==> src/rtl/gb_pkg.sv <==
// Shared constants and types for the Gaussian-blur output path.
package gb_pkg;

    localparam int GB_PIX_W    = 8;
    localparam int GB_IN_COLS  = 488;
    localparam int GB_IN_ROWS  = 648;
    localparam int GB_STENCIL  = 9;

    // The 9-tap stencil drops 8 pixels per dimension, giving 480 x 640.
    localparam int GB_OUT_COLS = GB_IN_COLS - (GB_STENCIL - 1);
    localparam int GB_OUT_ROWS = GB_IN_ROWS - (GB_STENCIL - 1);

    typedef logic [GB_PIX_W-1:0] pix_t;

    typedef enum logic [1:0] {
        IDLE,
        RUN,
        DONE
    } fr_state_t;

endpackage

==> src/rtl/gb_out_framer_if.sv <==
// Stream bundle around the framer: core-side input stream (arg_0_*) and framed
// output stream (m_*). The slave modport is the framer's view; the master
// modport is the surrounding core/sink.
import gb_pkg::*;

interface gb_out_framer_if #(
    parameter int DATA_W = GB_PIX_W
);
    logic [DATA_W-1:0] arg_0_TDATA;
    logic              arg_0_TVALID;
    logic              arg_0_TREADY;
    logic [DATA_W-1:0] m_TDATA;
    logic              m_TVALID;
    logic              m_TREADY;
    logic              m_TUSER;
    logic              m_TLAST;

    modport slave (
        input  arg_0_TDATA, arg_0_TVALID, m_TREADY,
        output arg_0_TREADY, m_TDATA, m_TVALID, m_TUSER, m_TLAST
    );

    modport master (
        output arg_0_TDATA, arg_0_TVALID, m_TREADY,
        input  arg_0_TREADY, m_TDATA, m_TVALID, m_TUSER, m_TLAST
    );
endinterface

==> src/rtl/gb_axis_fifo.sv <==
// Small registered FIFO, no bypass: a pushed word is readable the next cycle.
// Pushes while full and pops while empty are ignored.
import gb_pkg::*;

module gb_axis_fifo #(
    parameter int DATA_W = GB_PIX_W,
    parameter int DEPTH  = 4
) (
    input  logic                       clk,
    input  logic                       rst,
    input  logic                       push,
    input  logic                       pop,
    input  logic [DATA_W-1:0]          din,
    output logic [DATA_W-1:0]          dout,
    output logic                       full,
    output logic                       empty,
    output logic [$clog2(DEPTH):0]     count
);
    localparam int PTR_W = $clog2(DEPTH);
    localparam int CNT_W = PTR_W + 1;

    logic [DATA_W-1:0] mem_q [DEPTH];
    logic [DATA_W-1:0] mem_d [DEPTH];
    logic [PTR_W-1:0]  wr_ptr_q, wr_ptr_d;
    logic [PTR_W-1:0]  rd_ptr_q, rd_ptr_d;
    logic [CNT_W-1:0]  count_q, count_d;
    logic              push_ok;
    logic              pop_ok;

    assign full    = (count_q == CNT_W'(DEPTH));
    assign empty   = (count_q == '0);
    assign count   = count_q;
    assign dout    = mem_q[rd_ptr_q];
    assign push_ok = push & ~full;
    assign pop_ok  = pop & ~empty;

    // Next storage, pointers and occupancy.
    always_comb begin
        mem_d    = mem_q;
        wr_ptr_d = wr_ptr_q;
        rd_ptr_d = rd_ptr_q;
        count_d  = count_q;
        if (push_ok) begin
            mem_d[wr_ptr_q] = din;
            wr_ptr_d        = wr_ptr_q + PTR_W'(1);
        end
        if (pop_ok) begin
            rd_ptr_d = rd_ptr_q + PTR_W'(1);
        end
        case ({push_ok, pop_ok})
            2'b10:   count_d = count_q + CNT_W'(1);
            2'b01:   count_d = count_q - CNT_W'(1);
            default: count_d = count_q;
        endcase
    end

    // State registers; storage cleared so dout reads 0 out of reset.
    always_ff @(posedge clk) begin
        if (rst) begin
            for (int unsigned i = 0; i < DEPTH; i++) begin
                mem_q[i] <= '0;
            end
            wr_ptr_q <= '0;
            rd_ptr_q <= '0;
            count_q  <= '0;
        end else begin
            mem_q    <= mem_d;
            wr_ptr_q <= wr_ptr_d;
            rd_ptr_q <= rd_ptr_d;
            count_q  <= count_d;
        end
    end
endmodule

==> src/rtl/gb_out_framer.sv <==
// Output framer for the blur core: buffers the core stream in a FIFO and
// re-emits it with TUSER (start of frame), TLAST (end of row) and a
// frame_done pulse. Accepts at most one frame's worth of pixels per start.
import gb_pkg::*;

module gb_out_framer #(
    parameter int DATA_W     = GB_PIX_W,
    parameter int OUT_COLS   = GB_OUT_COLS,
    parameter int OUT_ROWS   = GB_OUT_ROWS,
    parameter int FIFO_DEPTH = 4
) (
    input  logic                clk,
    input  logic                rst,
    input  logic                start,
    gb_out_framer_if.slave      bus,
    output logic                frame_done,
    output logic                busy
);
    localparam int COL_W     = $clog2(OUT_COLS);
    localparam int ROW_W     = $clog2(OUT_ROWS);
    localparam int CNT_W     = $clog2(FIFO_DEPTH) + 1;
    localparam int FRAME_PIX = OUT_COLS * OUT_ROWS;
    localparam int ACC_W     = $clog2(FRAME_PIX + 1);

    fr_state_t         state_q, state_d;
    logic [COL_W-1:0]  col_q, col_d;
    logic [ROW_W-1:0]  row_q, row_d;
    logic [ACC_W-1:0]  acc_q, acc_d;

    logic              push;
    logic              pop;
    logic              fifo_full;
    logic              fifo_empty;
    logic [CNT_W-1:0]  unused_fifo_count;
    logic              last_col;
    logic              last_row;

    gb_axis_fifo #(
        .DATA_W (DATA_W),
        .DEPTH  (FIFO_DEPTH)
    ) u_fifo (
        .clk   (clk),
        .rst   (rst),
        .push  (push),
        .pop   (pop),
        .din   (bus.arg_0_TDATA),
        .dout  (bus.m_TDATA),
        .full  (fifo_full),
        .empty (fifo_empty),
        .count (unused_fifo_count)
    );

    // TREADY uses the pre-pop occupancy, so a full FIFO never pushes and pops
    // in the same cycle.
    assign bus.arg_0_TREADY = (state_q == RUN) & ~fifo_full
                            & (acc_q < ACC_W'(FRAME_PIX));
    assign push             = bus.arg_0_TVALID & bus.arg_0_TREADY;
    assign bus.m_TVALID     = ~fifo_empty;
    assign pop              = bus.m_TVALID & bus.m_TREADY;

    assign last_col    = (col_q == COL_W'(OUT_COLS - 1));
    assign last_row    = (row_q == ROW_W'(OUT_ROWS - 1));
    assign bus.m_TUSER = bus.m_TVALID & (col_q == '0) & (row_q == '0);
    assign bus.m_TLAST = bus.m_TVALID & last_col;

    // Frame FSM next state and status outputs.
    always_comb begin
        state_d    = state_q;
        frame_done = 1'b0;
        busy       = 1'b0;
        case (state_q)
            IDLE: begin
                if (start) state_d = RUN;
            end
            RUN: begin
                busy = 1'b1;
                if (pop && last_col && last_row) state_d = DONE;
            end
            DONE: begin
                busy       = 1'b1;
                frame_done = 1'b1;
                state_d    = IDLE;
            end
            default: state_d = IDLE;
        endcase
    end

    // Output position counters and per-frame input tally.
    always_comb begin
        col_d = col_q;
        row_d = row_q;
        acc_d = acc_q;
        if (pop) begin
            if (last_col) begin
                col_d = '0;
                row_d = last_row ? '0 : row_q + ROW_W'(1);
            end else begin
                col_d = col_q + COL_W'(1);
            end
        end
        if (state_q == DONE) begin
            acc_d = '0;
        end else if (push) begin
            acc_d = acc_q + ACC_W'(1);
        end
    end

    // State and counter registers.
    always_ff @(posedge clk) begin
        if (rst) begin
            state_q <= IDLE;
            col_q   <= '0;
            row_q   <= '0;
            acc_q   <= '0;
        end else begin
            state_q <= state_d;
            col_q   <= col_d;
            row_q   <= row_d;
            acc_q   <= acc_d;
        end
    end
endmodule

==> src/flat_wrapper.sv <==
// flat-port wrapper written by rule: the top's interface ports become plain ports
module gb_out_framer_flat 
#(
    parameter int DATA_W     = GB_PIX_W,
    parameter int OUT_COLS   = GB_OUT_COLS,
    parameter int OUT_ROWS   = GB_OUT_ROWS,
    parameter int FIFO_DEPTH = 4
)
  (clk, rst, start, frame_done, busy, bus_arg_0_TDATA, bus_arg_0_TVALID, bus_m_TREADY, bus_arg_0_TREADY, bus_m_TDATA, bus_m_TVALID, bus_m_TUSER, bus_m_TLAST);
  gb_out_framer_if #(.DATA_W(DATA_W)) bus_i ();
  input  logic clk;
  input  logic rst;
  input  logic start;
  output logic frame_done;
  output logic busy;
  input wire logic [$bits(bus_i.arg_0_TDATA)-1:0] bus_arg_0_TDATA;
  input wire logic [$bits(bus_i.arg_0_TVALID)-1:0] bus_arg_0_TVALID;
  input wire logic [$bits(bus_i.m_TREADY)-1:0] bus_m_TREADY;
  output wire logic [$bits(bus_i.arg_0_TREADY)-1:0] bus_arg_0_TREADY;
  output wire logic [$bits(bus_i.m_TDATA)-1:0] bus_m_TDATA;
  output wire logic [$bits(bus_i.m_TVALID)-1:0] bus_m_TVALID;
  output wire logic [$bits(bus_i.m_TUSER)-1:0] bus_m_TUSER;
  output wire logic [$bits(bus_i.m_TLAST)-1:0] bus_m_TLAST;
  assign bus_i.arg_0_TDATA = bus_arg_0_TDATA;
  assign bus_i.arg_0_TVALID = bus_arg_0_TVALID;
  assign bus_i.m_TREADY = bus_m_TREADY;
  assign bus_arg_0_TREADY = bus_i.arg_0_TREADY;
  assign bus_m_TDATA = bus_i.m_TDATA;
  assign bus_m_TVALID = bus_i.m_TVALID;
  assign bus_m_TUSER = bus_i.m_TUSER;
  assign bus_m_TLAST = bus_i.m_TLAST;
  gb_out_framer #(.DATA_W(DATA_W), .OUT_COLS(OUT_COLS), .OUT_ROWS(OUT_ROWS), .FIFO_DEPTH(FIFO_DEPTH)) u_core (.clk(clk), .rst(rst), .start(start), .bus(bus_i), .frame_done(frame_done), .busy(busy));
endmodule
==> config.mk <==
export PLATFORM = sky130hd
export DESIGN_NAME = gb_out_framer_flat
export DESIGN_NICKNAME = d
export VERILOG_FILES = /design/src/rtl/gb_pkg.sv /design/src/rtl/gb_out_framer_if.sv /design/src/rtl/gb_axis_fifo.sv /design/src/rtl/gb_out_framer.sv /design/src/flat_wrapper.sv
export SDC_FILE = /design/constraint.sdc
export NUM_CORES = 1
export LEC_CHECK = 0
export ABC_AREA = 1
export BUFFER_PORTS_ARGS = -buffer_cell sky130_fd_sc_hd__buf_2
export CELL_PAD_IN_SITES_DETAIL_PLACEMENT = 1
export CELL_PAD_IN_SITES_GLOBAL_PLACEMENT = 2
export CORE_MARGIN = 1.5
export CORE_UTILIZATION = 27
export CTS_CLUSTER_DIAMETER = 200
export DETAILED_ROUTE_END_ITERATION = 12
export GPL_TIMING_DRIVEN = 0
export PLACE_DENSITY_LB_ADDON = 0.05
export SLEW_MARGIN = 15
export SYNTH_ARGS = -nofsm -noshare
export SYNTH_HDL_FRONTEND = slang
export SYNTH_SLANG_ARGS = --single-unit
==> constraint.sdc <==
create_clock -name clk -period 3.35 [get_ports clk]
set_clock_uncertainty 0.1 [all_clocks]
set_input_delay 0.335 -clock clk [delete_from_list [all_inputs] [get_ports clk]]
set_output_delay 0.335 -clock clk [all_outputs]
set_load 0.02 [all_outputs]
==> results.txt <==
CTS tree: done
Initial core utilization: 0.278
Crit end category: output pin
Wirelength per Cell: 15.1 µm
Worst Path Arrival: 2.20 ns
Clock transition at path regs: 0.06 ns
Vias in the first global route: 3921
Total track usage: 0.163
Setup TNS: 0 ns
Routability Congestion: 0.729
F_max: 380 MHz
Vias after detailed routing: 3728
Period utilization: 0.785
CTS Hold Buffers Added: 0
I/O Buffers: 26
Initial antenna violation count: 0
Slew @ Worst Pin: 0.633 ns
Main synth FF type: dfxtp_1
Layout area overhead: 18.2%
CP Max Fanout: 10
VDD IR-drop max: 0.364 mV
Slew Viols, Final: 0
Share of cells above drive strength 1: 0.138
Post-DP HPWL: 8.70 mm
Clock power share: 0.392
Sw frac: 0.336
Worst min path class: input pin to register
CP required: 2.91 ns
Pin count of the biggest net entering global routing: 14
Post-synth EDFFs: 0
Mapped Area: 4060 µm²
Fin area: 4800 µm²
Rel. slew slack: 0.578
Nets: 640
Crit Path Category: register to output pin
Die extent in y: 126 µm
Remaining global-route overflow: 0
Leakage: 1.87 nW
Crit path time final: 2.63 ns
Int Pwr: 2.13 mW
Total CTS buffers: 9
Vias per std cell: 4.65
Final ANT Viol Nets: 0
Sw Pwr: 1.08 mW
Die area: 15800 µm²
Drt first pass iters: 4
Drt total wl: 12.1 mm
Seq cells post-synth: 79
Cell Pwr Density: 670 nW/µm²
Cell area after placement: 4420 µm²
Yosys cell types: 38
CP Launch Type: register
Detailed-route DRC error count: 0
I/O pin cnt: 27
Clock latency on the worst-skew pair: 0.35 ns
MaxCap Viol Count: 0
RSZ-0062 raised after global routing: false
Average size of a mapped cell: 7.06 µm²
Final Hold Viols: 0
Status: finished, final reports clean
Fillers: 1836
Post_cts resized: 0
Synth warnings: 0
Setup Viol. Count Final: 0
Core area: 14600 µm²
Setup Buffers After CTS: 0
CTS H-Tree Depth: 3
Row count: 44
Gate power share: 0.276
Flop pwr share: 0.332
Die width: 126 µm
Post-Syn Nets: 603
Post-Syn Instances: 575
# diodes: 0
Initial drt markers: 113
Clock Path Buffers: 2
Clk sinks: 79
Clk Tree Root Cell: clkbuf_16
Post-synthesis sequential area ratio: 0.390
Async S/R FF share, synth: 0
First-pass GRT wire length: 20.3 mm
## kinds of logic after synthesis
kind of cell / after synthesis / share of synthesized area
adder cells (fa/ha/maj): 15 / 0.0481
XOR/XNOR: 16 / 0.0345
flip-flops: 79 / 0.390
buffers and inverters: 64 / 0.0693
AND/OR/NAND/NOR: 286 / 0.303
AO/OA/AOI/OAI: 115 / 0.155
## cells in the mapped netlist (2+ instances only)
cell / n / area, µm²
a21oi_1: 35 / 175
a21oi_2: 6 / 52.6
buf_6: 2 / 22.5
clkbuf_1: 8 / 30.0
dfxtp_1: 79 / 1580
ha_1: 14 / 175
inv_1: 42 / 158
inv_2: 7 / 26.3
nand2_1: 96 / 360
nand2_2: 10 / 62.6
nand3_1: 19 / 95.1
nand3b_1: 2 / 15.0
nand4_1: 6 / 37.5
nor2_1: 135 / 507
nor2_2: 4 / 25.0
nor2_4: 5 / 56.3
nor3_1: 3 / 15.0
o21ai_0: 60 / 300
o21ai_1: 2 / 10.0
o22ai_1: 8 / 50.1
xnor2_1: 7 / 61.3
xor2_1: 9 / 78.8
## worst paths after layout
kind | start | end | slack [ns] | cells past startpoint
max | u_core.u_fifo.rd_ptr_q[0] | bus_m_TDATA[6] | 0.72 | 5
min | bus_arg_0_TDATA[2] | u_core.u_fifo.mem_q[18] | 0.17 | 3
max reg2reg | u_core.state_q[1] | u_core.u_fifo.count[2] | 0.76 | 13
min reg2reg | u_core.acc_q[18] | u_core.acc_q[18] | 0.36 | 2
## registers in the layout, summed over array words and instances, names as in the netlist
signal	cells
u_core.u_fifo.mem_q	32
u_core.u_fifo.count	3
u_core.acc_q	19
u_core.u_fifo.rd_ptr_q	2
u_core.col_q	9
u_core.row_q	10
u_core.state_q	2
u_core.u_fifo.wr_ptr_q	2
## power by group through the flow
stage / sequential (mW) / combinational [mW] / clock (mW)
6_report: 1.07 / 0.887 / 1.26
2_1_floorplan: 1.07 / 0.630 / 0
5_1_grt: 1.08 / 1.00 / 1.34
4_1_cts: 1.07 / 0.916 / 1.30
3_3_place_gp: 1.09 / 0.898 / 0
3_5_place_dp: 1.09 / 0.913 / 0
## through the flow
| stage | hold slack [ns] | util | total power [mW] | setup slack [ns] | std cells |
|---|---|---|---|---|---|
| after global routing | 0.172 | 0.329 | 3.42 | 0.465 | 801 |
| after CTS | 0.164 | 0.329 | 3.28 | 0.641 | 801 |
| final | 0.174 | 0.329 | 3.21 | 0.720 | 801 |
| after global placement | 0.356 | 0.303 | 1.98 | 0.811 | 785 |
| after detailed placement | 0.364 | 0.303 | 2.00 | 0.725 | 785 |
| after floorplan | 0.313 | - | 1.70 | 1.03 | 575 |
## layout by cell type (no fill, tap or decap), types with 2 or more instances in the layout
master and count:
xor2_1 9, nand2_2 10, dfxtp_1 79, nand3b_1 2, nor2_4 5, inv_2 7
bufinv_16 4, buf_6 2, inv_1 42, o21ai_1 2, clkbuf_8 2, a21oi_1 35
o21ai_0 60, a21oi_2 6, nand2_1 96, clkbuf_16 9, nor2_2 4, ha_1 14
nor2_1 135, buf_2 27, o22ai_1 8, clkbuf_1 8, nor3_1 3, nand4_1 6
xnor2_1 7, nand3_1 19
## layer usage
layer	track usage	share of wire	vias to the layer above
met5	0	0	-
met4	0.0401	0.0097	0
met3	0.0412	0.029	8
met2	0.270	0.47	34
met1	0.213	0.49	1764
li1	-	-	1922
## final cells by class
| cell class | count | area, µm² | share of cell area |
|---|---|---|---|
| multi-input cells | 432 | 2200 | 0.458 |
| flip-flops and latches | 79 | 1580 | 0.329 |
| clock buffers | 11 | 253 | 0.0526 |
| well taps | 184 | 230 | 0.0480 |
| inverters | 50 | 193 | 0.0401 |
| repair buffers | 26 | 130 | 0.0271 |
| clock inverters | 5 | 128 | 0.0266 |
| plain buffers | 14 | 88.8 | 0.0185 |
## critical path, cell delays in order, from the launching register on
cell and delay, ns:
dfxtp_1 0.31, clkbuf_1 0.41, clkbuf_1 0.54, o21ai_0 0.16, o22ai_1 0.23, buf_2 0.21
(Power assumes the default switching activity.)
